## config.mk

```make
export PLATFORM = sky130hd
export DESIGN_NAME = hsem_lock_arbiter
export DESIGN_NICKNAME = d
export VERILOG_FILES = /design/src/rtl/hsem_lock_arbiter.sv
export SDC_FILE = /design/constraint.sdc
export NUM_CORES = 1
export LEC_CHECK = 0
export ABC_AREA = 1
export CORE_ASPECT_RATIO = 1.25
export CORE_MARGIN = 1.5
export CORE_UTILIZATION = 49
export DETAILED_ROUTE_END_ITERATION = 8
export PLACE_DENSITY = 0.69
export SYNTH_ARGS = -nofsm -noshare
export SYNTH_HDL_FRONTEND = slang
export SYNTH_SLANG_ARGS = --single-unit
```

## constraint.sdc

```tcl
create_clock -name hclk -period 4.2 [get_ports hclk]
set_clock_uncertainty 0.05 [all_clocks]
set_input_delay 0.84 -clock hclk [delete_from_list [all_inputs] [get_ports hclk]]
set_output_delay 0.84 -clock hclk [all_outputs]
set_load 0.02 [all_outputs]
```

## src/rtl/hsem_lock_arbiter.sv

```systemverilog
// rtl/hsem_lock_arbiter.sv - two-core HSEM lock/release sequencer with round-robin contention
`timescale 1ns/1ps
module hsem_lock_arbiter #(
   parameter int NUM_SEM      = 8,
   parameter int SEMNUM_WIDTH = 3,
   parameter int PROCID_WIDTH = 8
) (
   input  logic                    hclk,
   input  logic                    hresetn,
   input  logic                    c0_req,
   input  logic                    c0_op,
   input  logic [SEMNUM_WIDTH-1:0] c0_sem,
   input  logic [PROCID_WIDTH-1:0] c0_procid,
   output logic                    c0_ack,
   output logic                    c0_grant,
   output logic                    c0_err,
   input  logic                    c1_req,
   input  logic                    c1_op,
   input  logic [SEMNUM_WIDTH-1:0] c1_sem,
   input  logic [PROCID_WIDTH-1:0] c1_procid,
   output logic                    c1_ack,
   output logic                    c1_grant,
   output logic                    c1_err,
   output logic [NUM_SEM-1:0]      sem_locked,
   output logic [NUM_SEM-1:0]      sem_owner,
   output logic [NUM_SEM-1:0]      release_evt,
   output logic                    err_valid,
   output logic [2:0]              err_code,
   output logic [SEMNUM_WIDTH-1:0] err_semnum,
   output logic                    err_faultid
);

   localparam logic [2:0] CODE_FREE  = 3'b001;
   localparam logic [2:0] CODE_OWNER = 3'b010;
   localparam logic [2:0] CODE_INDEX = 3'b100;

   logic [NUM_SEM-1:0]      r_locked;
   logic [NUM_SEM-1:0]      r_owner;
   logic [NUM_SEM-1:0]      r_evt;
   logic [PROCID_WIDTH-1:0] r_procid [NUM_SEM];
   logic                    r_rr;
   logic [1:0]              r_ack;
   logic [1:0]              r_grant;
   logic [1:0]              r_err;
   logic                    r_err_valid;
   logic [2:0]              r_err_code;
   logic [SEMNUM_WIDTH-1:0] r_err_semnum;
   logic                    r_err_faultid;

   logic [1:0]              w_req;
   logic [1:0]              w_op;
   logic [SEMNUM_WIDTH-1:0] w_sem [2];
   logic [PROCID_WIDTH-1:0] w_pid [2];
   logic [1:0]              w_elig;
   logic [1:0]              w_svc;
   logic                    w_conflict;
   logic [1:0]              w_in_range;
   logic [1:0]              w_hit_locked;
   logic [1:0]              w_hit_owner;
   logic [PROCID_WIDTH-1:0] w_hit_pid [2];
   logic [1:0]              w_match;
   logic [1:0]              w_grant;
   logic [1:0]              w_err;
   logic [2:0]              w_code [2];
   logic [1:0]              w_do_lock;
   logic [1:0]              w_do_rel;

   assign w_req    = {c1_req, c0_req};
   assign w_op     = {c1_op, c0_op};
   assign w_sem[0] = c0_sem;
   assign w_sem[1] = c1_sem;
   assign w_pid[0] = c0_procid;
   assign w_pid[1] = c1_procid;

   // A port is blind during its own ack cycle so a held request is never serviced twice
   assign w_elig     = w_req & ~r_ack;
   assign w_conflict = (&w_elig) && (w_sem[0] == w_sem[1]);
   assign w_svc[0]   = w_elig[0] & (~w_conflict | ~r_rr);
   assign w_svc[1]   = w_elig[1] & (~w_conflict | r_rr);

   always_comb begin
      for (int k = 0; k < 2; k++) begin
         w_hit_locked[k] = 1'b0;
         w_hit_owner[k]  = 1'b0;
         w_hit_pid[k]    = '0;
         for (int i = 0; i < NUM_SEM; i++) begin
            if (w_sem[k] == SEMNUM_WIDTH'(i)) begin
               w_hit_locked[k] = r_locked[i];
               w_hit_owner[k]  = r_owner[i];
               w_hit_pid[k]    = r_procid[i];
            end
         end
         w_in_range[k] = ({1'b0, w_sem[k]} < (SEMNUM_WIDTH+1)'(NUM_SEM));
         w_match[k]    = w_hit_locked[k] & (w_hit_owner[k] == 1'(k)) & (w_hit_pid[k] == w_pid[k]);
         if (!w_op[k]) begin
            w_grant[k]   = w_in_range[k] & (~w_hit_locked[k] | w_match[k]);
            w_err[k]     = ~w_in_range[k];
            w_code[k]    = w_in_range[k] ? 3'b000 : CODE_INDEX;
            w_do_lock[k] = w_svc[k] & w_in_range[k] & ~w_hit_locked[k];
            w_do_rel[k]  = 1'b0;
         end else begin
            w_grant[k]   = w_in_range[k] & w_match[k];
            w_err[k]     = ~(w_in_range[k] & w_match[k]);
            w_code[k]    = !w_in_range[k]   ? CODE_INDEX :
                           !w_hit_locked[k] ? CODE_FREE  :
                           w_match[k]       ? 3'b000     : CODE_OWNER;
            w_do_lock[k] = 1'b0;
            w_do_rel[k]  = w_svc[k] & w_in_range[k] & w_match[k];
         end
      end
   end

   always_ff @(posedge hclk or negedge hresetn) begin
      if (!hresetn) begin
         r_locked      <= '0;
         r_owner       <= '0;
         r_evt         <= '0;
         for (int i = 0; i < NUM_SEM; i++) r_procid[i] <= '0;
         r_rr          <= 1'b0;
         r_ack         <= '0;
         r_grant       <= '0;
         r_err         <= '0;
         r_err_valid   <= 1'b0;
         r_err_code    <= '0;
         r_err_semnum  <= '0;
         r_err_faultid <= 1'b0;
      end else begin
         r_ack   <= w_svc;
         r_grant <= w_svc & w_grant;
         r_err   <= w_svc & w_err;
         r_evt   <= '0;
         // Both cores never touch the same semaphore in one cycle, so these updates cannot collide
         for (int i = 0; i < NUM_SEM; i++) begin
            for (int k = 0; k < 2; k++) begin
               if (w_sem[k] == SEMNUM_WIDTH'(i)) begin
                  if (w_do_lock[k]) begin
                     r_locked[i] <= 1'b1;
                     r_owner[i]  <= 1'(k);
                     r_procid[i] <= w_pid[k];
                  end
                  if (w_do_rel[k]) begin
                     r_locked[i] <= 1'b0;
                     r_owner[i]  <= 1'b0;
                     r_procid[i] <= '0;
                     r_evt[i]    <= 1'b1;
                  end
               end
            end
         end
         if (w_conflict) r_rr <= ~r_rr;
         r_err_valid <= |(w_svc & w_err);
         if (w_svc[0] && w_err[0]) begin
            r_err_code    <= w_code[0];
            r_err_semnum  <= w_sem[0];
            r_err_faultid <= 1'b0;
         end else if (w_svc[1] && w_err[1]) begin
            r_err_code    <= w_code[1];
            r_err_semnum  <= w_sem[1];
            r_err_faultid <= 1'b1;
         end else begin
            r_err_code    <= '0;
            r_err_semnum  <= '0;
            r_err_faultid <= 1'b0;
         end
      end
   end

   assign c0_ack      = r_ack[0];
   assign c0_grant    = r_grant[0];
   assign c0_err      = r_err[0];
   assign c1_ack      = r_ack[1];
   assign c1_grant    = r_grant[1];
   assign c1_err      = r_err[1];
   assign sem_locked  = r_locked;
   assign sem_owner   = r_owner;
   assign release_evt = r_evt;
   assign err_valid   = r_err_valid;
   assign err_code    = r_err_code;
   assign err_semnum  = r_err_semnum;
   assign err_faultid = r_err_faultid;

endmodule
```

**Word-level counts from Yosys, hierarchy flattened**

Cells that the tools add are included.

- Register bits after elaboration: 103
- Bits of input ports: 28
- Output and inout port bits: 38
- Logic and storage cells: 305

- Equality and inequality tests: 17
- Muxes and demuxes: 237
- Bitwise logic cells: 25
- Reduce and logical (&&, ||, !) cells: 7

Operators by type and width:

| cell | number |
|---|---|
| $mux 8 | 64 |
| $mux 1 | 163 |
| $eq 3x3->1 const B | 8 |
| $eq 8x8->1 | 2 |
| $eq 3x2->1 const B | 4 |
| $mux 2 | 6 |
| $mux 3 | 4 |
| $and 1x1->1 | 10 |
| $not 1->1 | 7 |
| $and 2x2->2 | 3 |
| $eq 3x1->1 const B | 2 |
| $logic_not 3->1 | 2 |
| $or 1x1->1 | 4 |
| $eq 3x3->1 | 1 |
| $logic_and 1x1->1 | 3 |
| $not 2->2 | 1 |
| $reduce_and 2->1 | 1 |
| $reduce_or 2->1 | 1 |

**Depth between registers and ports, before layout**

- Depth in word-level cells: 19
- Mapped depth: 22
- Depth with buffers taken out: 20

**Worst setup path before layout**

No wires, ideal clock.

- Path type: input to register
- Start point: input port c0_sem[0]
- End point: register r_procid[32] in the netlist's numbering
- Library setup time: 0.117 ns
- Arrival: 2.768 ns
- Data required time: 4.033 ns
- Setup slack: 1.265 ns
- Cell stages on the path: 20
- Buffers on the path: 4
- Cells stage by stage: buf_4 > nor2_4 > nand2_2 > inv_2 > buf_2 > nand2_1 > nand4_1 > nand2_1 > nand2_1 > nand2_1 > nor2_1 > nand2_1 > nor2_2 > nand4_1 > buf_2 > buf_6 > nand3b_1 > nand2_1 > nand2_1 > nand2_1

- Longest elaborated chain between the ends: 19
- Elaborated cells on any way between the ends: 58
- Those cells by class: eq/ne (9); mux (34); bitwise (13); reduce/logical (2)

Ends and longest elaborated chain:

| what | RTL line | text |
|---|---|---|
| start, declared | 12 | `input logic [SEMNUM_WIDTH-1:0] c0_sem,` |
| parallel branches: the longest is 18 deep, another holds $mux 8 | n/a |  |
| $mux 8 (*) | 135 | `if (w_sem[k] == SEMNUM_WIDTH'(i)) begin` |
| end signal, assigned by index | 139 | `r_procid[i] <= w_pid[k];` |
| end, declared | 40 | `logic [PROCID_WIDTH-1:0] r_procid [NUM_SEM];` |

Mark *: on every way between the ends.
A chain may end at the register's enable or synchronous reset.

**Worst setup path in the final report**

- Start point: input port c1_sem[1]
- End point: register r_procid[55] in the netlist's numbering

- Longest elaborated chain between the ends: 15
- Elaborated cells on any way between the ends: 57
- Those cells by class: eq/ne (9); mux (34); bitwise (12); reduce/logical (2)

Ends and longest elaborated chain:

| what | RTL line | text |
|---|---|---|
| start, declared | 19 | `input logic [SEMNUM_WIDTH-1:0] c1_sem,` |
| $logic_not 3->1 | 87 | `if (w_sem[k] == SEMNUM_WIDTH'(i)) begin` |
| $mux 8 / $mux 1 (equally long branches) (8 in a row) | 87 |  |
| $eq 8x8->1, or another cell as far along | 94 | `w_match[k] = w_hit_locked[k] & (w_hit_owner[k] == 1'(k)) & (w_hit_pid[k] == w_pid[k]);` |
| $and 1x1->1, on equally long branches | 94, 99 |  |
| $and 1x1->1 / $mux 1 (equally long branches) | 108, 95 |  |
| $mux 1 / $mux 8 (equally long branches) | 95, 136 |  |
| $mux 8 | 141 | `if (w_do_rel[k]) begin` |
| $mux 8 (*) | 135 |  |

Mark *: on every way between the ends. The rest lies on a longest branch, timed or not.

==> out/summary.log <==
qor: setup_path.worst_setup_path_end_kind flip-flop
qor: global_route.wire_length_of_the_first_global_routing_pass 50400 um
qor: outcome.run_status completed
qor: setup_path.cp_launch_point c1_sem[1]
qor: routing.avgRoutedWirePerCell 20.9 um
qor: clock_network.cts_tree built
qor: timing.grt_setup_unrepaired no
qor: setup_path.critical_path_peak_fanout 10
qor: clock_network.clk_lat_worst_skew 0.37 ns
qor: global_route.global_route.usage.met3 0.0751
qor: timing.post-route-worst-setup-slack 0.209 ns
qor: timing.totalNegativeSetupSlack 0 ns
qor: yosys.synth_area 7760 um^2
qor: timing.setup-violations-final 0
qor: clock_network.cts.root.buffer_cell clkbuf_16
qor: clock_network.holdBufCountCts 0
qor: power_and_ir_drop.worst_ir_drop_vdd 198 uV
qor: cells_and_area.layout.nets 1391
qor: clock_network.clock_sinks 102
qor: placement.gpl.final_weighted_congestion 1.04
qor: setup_path.cp_data_arrival_time 4.20 ns
qor: yosys.synth.avg_cell_area 6.18 um^2
qor: yosys.synthesis.instances 1256
qor: routing.detail_route.vias_per_cell 5.87
qor: global_route.grt_overflow 0
qor: global_route.global_route.usage.met2 0.642
qor: setup_path.r2r_start sem_locked[1]
qor: power_and_ir_drop.leakage 0.00510 uW
qor: setup_path.critical_path_class in2reg
qor: routing.total_iterations_of_the_first_detailed_routing_run 6
qor: hold_path.worstHoldPathType reg2reg
qor: routing.postRouteAntennaNets 0
qor: timing.period_minus_slack 3.99 ns
qor: routing.dr.first_iter.drc_count 1167
qor: die.io-pin-count 66
qor: setup_path.start_kind input port
qor: global_route.antenna_found_initial 0
qor: power_and_ir_drop.p_total 3530 uW
qor: setup_path.crit-reg2reg-capture r_procid[35]
qor: timing.min_period_over_period 0.950
qor: die.design.die.area 16600 um^2
qor: cells_and_area.final_cell_count_no_fill 1580
qor: timing.headroom_to_the_max_slew_limit 0.281
qor: clock_network.cts.reportedPaths.clkPinSlew 0.07 ns
qor: global_route.grt_start_max_net_pins 78
qor: clock_network.post_cts.resized_instances 0
qor: routing.route.vias.total 9273
qor: setup_path.worstPathRequired 4.41 ns
qor: clock_network.max-clock-path-buffers 2
qor: setup_path.rr_worst_depth 15
qor: cells_and_area.drive_above_1_share 0.113
qor: timing.fin_hold_viols 0
qor: setup_path.crit_end r_procid[55]
qor: yosys.syn-num-nets 1284
qor: power_and_ir_drop.pwr_density_cell 371 nW/um^2
qor: yosys.seq_cells_post_synth 102
qor: timing.clock.fmax 251 MHz
qor: die.num_rows 51
qor: global_route.gr-max-usage-layer met2
qor: cells_and_area.num_antenna_cells 0
qor: setup_path.reg2reg_slack 1.28 ns
qor: die.die_h 144 um
qor: global_route.use_met1 0.515
qor: die.floorplan.initialDensity 0.501
qor: yosys.post_synth_num_cell_types 32
qor: die.coreArea 15500 um^2
qor: global_route.first_global_vias 8719
qor: clock_network.cts_made_buffers 9
qor: clock_network.htree_num_levels 3
qor: routing.routed_wirelength 33000 um
qor: placement.dpl_worst_slack -0.00664 ns
qor: placement.io_port_bufs 64
qor: placement.hpwlAfterDp 24100 um
qor: timing.slew_violations 0
qor: die.die_width 116 um
qor: cells_and_area.area_delta_synth_final 22.6%
qor: clock_network.post-cts-setup-buffer-count 0
qor: timing.tightest_slew 1.08 ns
qor: run.max_cap_viol_count 0
qor: global_route.grt_use_total 0.410
qor: yosys.share_of_synthesized_area_occupied_by_flip_flops_and_latches 0.329
qor: placement.placedCellCount 1564
qor: routing.post-route-drc-count 0
qor: yosys.yosysWarnings 0
==> metal layers <==
layer  up-vias  wire (um)
met5         -          0
met4         0       2360
met3       157       3340
met2       596      15000
met1      4252      12300
li1       4268          -
==> critical path: stages <==
cell,delay [ns]
clkdlybuf4s50_1,0.72
inv_2,0.21
nor3_4,0.49
buf_4,0.30
a21oi_1,0.06
nand3_1,0.13
nand3_1,0.14
nor2_1,0.11
nand3_1,0.11
nor2_2,0.17
buf_4,0.21
nand4_1,0.15
nand2_1,0.13
inv_1,0.20
nand2_1,0.13
nand2_1,0.06
==> state kept, by name (all words and copies together) (netlist names) <==
signal / flops
r_procid: 64
release_evt: 8
sem_locked: 8
sem_owner: 8
err_semnum: 3
err_code: 2
r_ack: 2
r_err: 2
r_grant: 2
err_faultid: 1
err_valid: 1
r_rr: 1
==> power breakdown <==
part / switching, uW / leakage [uW] / total, uW / internal [uW]
clock network: 434 / 0.000136 / 847 / 413
registers: 265 / 0.00129 / 1470 / 1210
logic: 727 / 0.00368 / 1210 / 484
total: 1430 / 0.00510 / 3530 / 2100
==> final cells by class <==
| type | instances | area (um^2) |
|---|---|---|
| clock buffers | 10 | 229 |
| clock inverters | 6 | 50.0 |
| fillers | 1537 | 5990 |
| inverters | 146 | 548 |
| multi-input cells | 947 | 4370 |
| flip-flops and latches | 102 | 2550 |
| well taps | 212 | 265 |
| repair buffers | 157 | 1500 |
==> worst min path at each step <==
stage | startpoint | endpoint | slack (ns) | depth (start not counted)
after global routing | r_rr | r_rr | 0.52 | 2
final | r_rr | r_rr | 0.48 | 2
after floorplan | r_rr | r_rr | 0.41 | 2
after CTS | r_rr | r_rr | 0.47 | 2
after detailed placement | r_rr | r_rr | 0.45 | 2
after global placement | r_rr | r_rr | 0.43 | 2
==> cells in the final DEF, fill, tap and decap left out, types with 13 or more instances in the layout <==
master | synthesis | routed
nand3b_1 | 41 | 41
nand4_1 | 69 | 69
o21ai_0 | 77 | 77
nand3_1 | 133 | 133
nand2_1 | 465 | 465
dfrtp_1 | 102 | 102
clkdlybuf4s50_1 | 0 | 63
buf_4 | 5 | 81
buf_12 | 0 | 13
nor2_1 | 75 | 75
inv_1 | 119 | 119
a21oi_1 | 38 | 38
inv_2 | 20 | 20
==> logic make-up after synthesis <==
group,share of synthesized area
AND/OR/NAND/NOR,0.476
other,0.000483
buffers and inverters,0.109
AO/OA/AOI/OAI,0.0845
XOR/XNOR,0.00113
flip-flops,0.329
==> synthesized netlist by cell type, drive strengths merged <==
master / number / share of area
nor2: 88 / 0.048
buf: 25 / 0.021
nor3: 7 / 0.0089
o22ai: 6 / 0.0048
o211ai: 1 / 0.00097
inv: 139 / 0.067
and3: 1 / 0.00081
nand2: 466 / 0.23
dfrtp: 102 / 0.33
nand3b: 41 / 0.040
xor2: 1 / 0.0011
conb: 1 / 0.00048
o21ai: 84 / 0.054
clkbuf: 36 / 0.017
nand4: 69 / 0.056
nand3: 137 / 0.092
clkinv: 7 / 0.0034
or2: 7 / 0.0056
a21oi: 38 / 0.025
==> stage by stage <==
stage	hold slack, ns	instance area, um^2	util
3_3_place_gp	0.432	9230	0.595
2_1_floorplan	0.414	7760	-
3_5_place_dp	0.452	9230	0.595
4_1_cts	0.470	9510	0.613
5_1_grt	0.517	9510	0.613
6_report	0.478	9510	0.613
No activity file was read; power rests on OpenSTA's default activity.
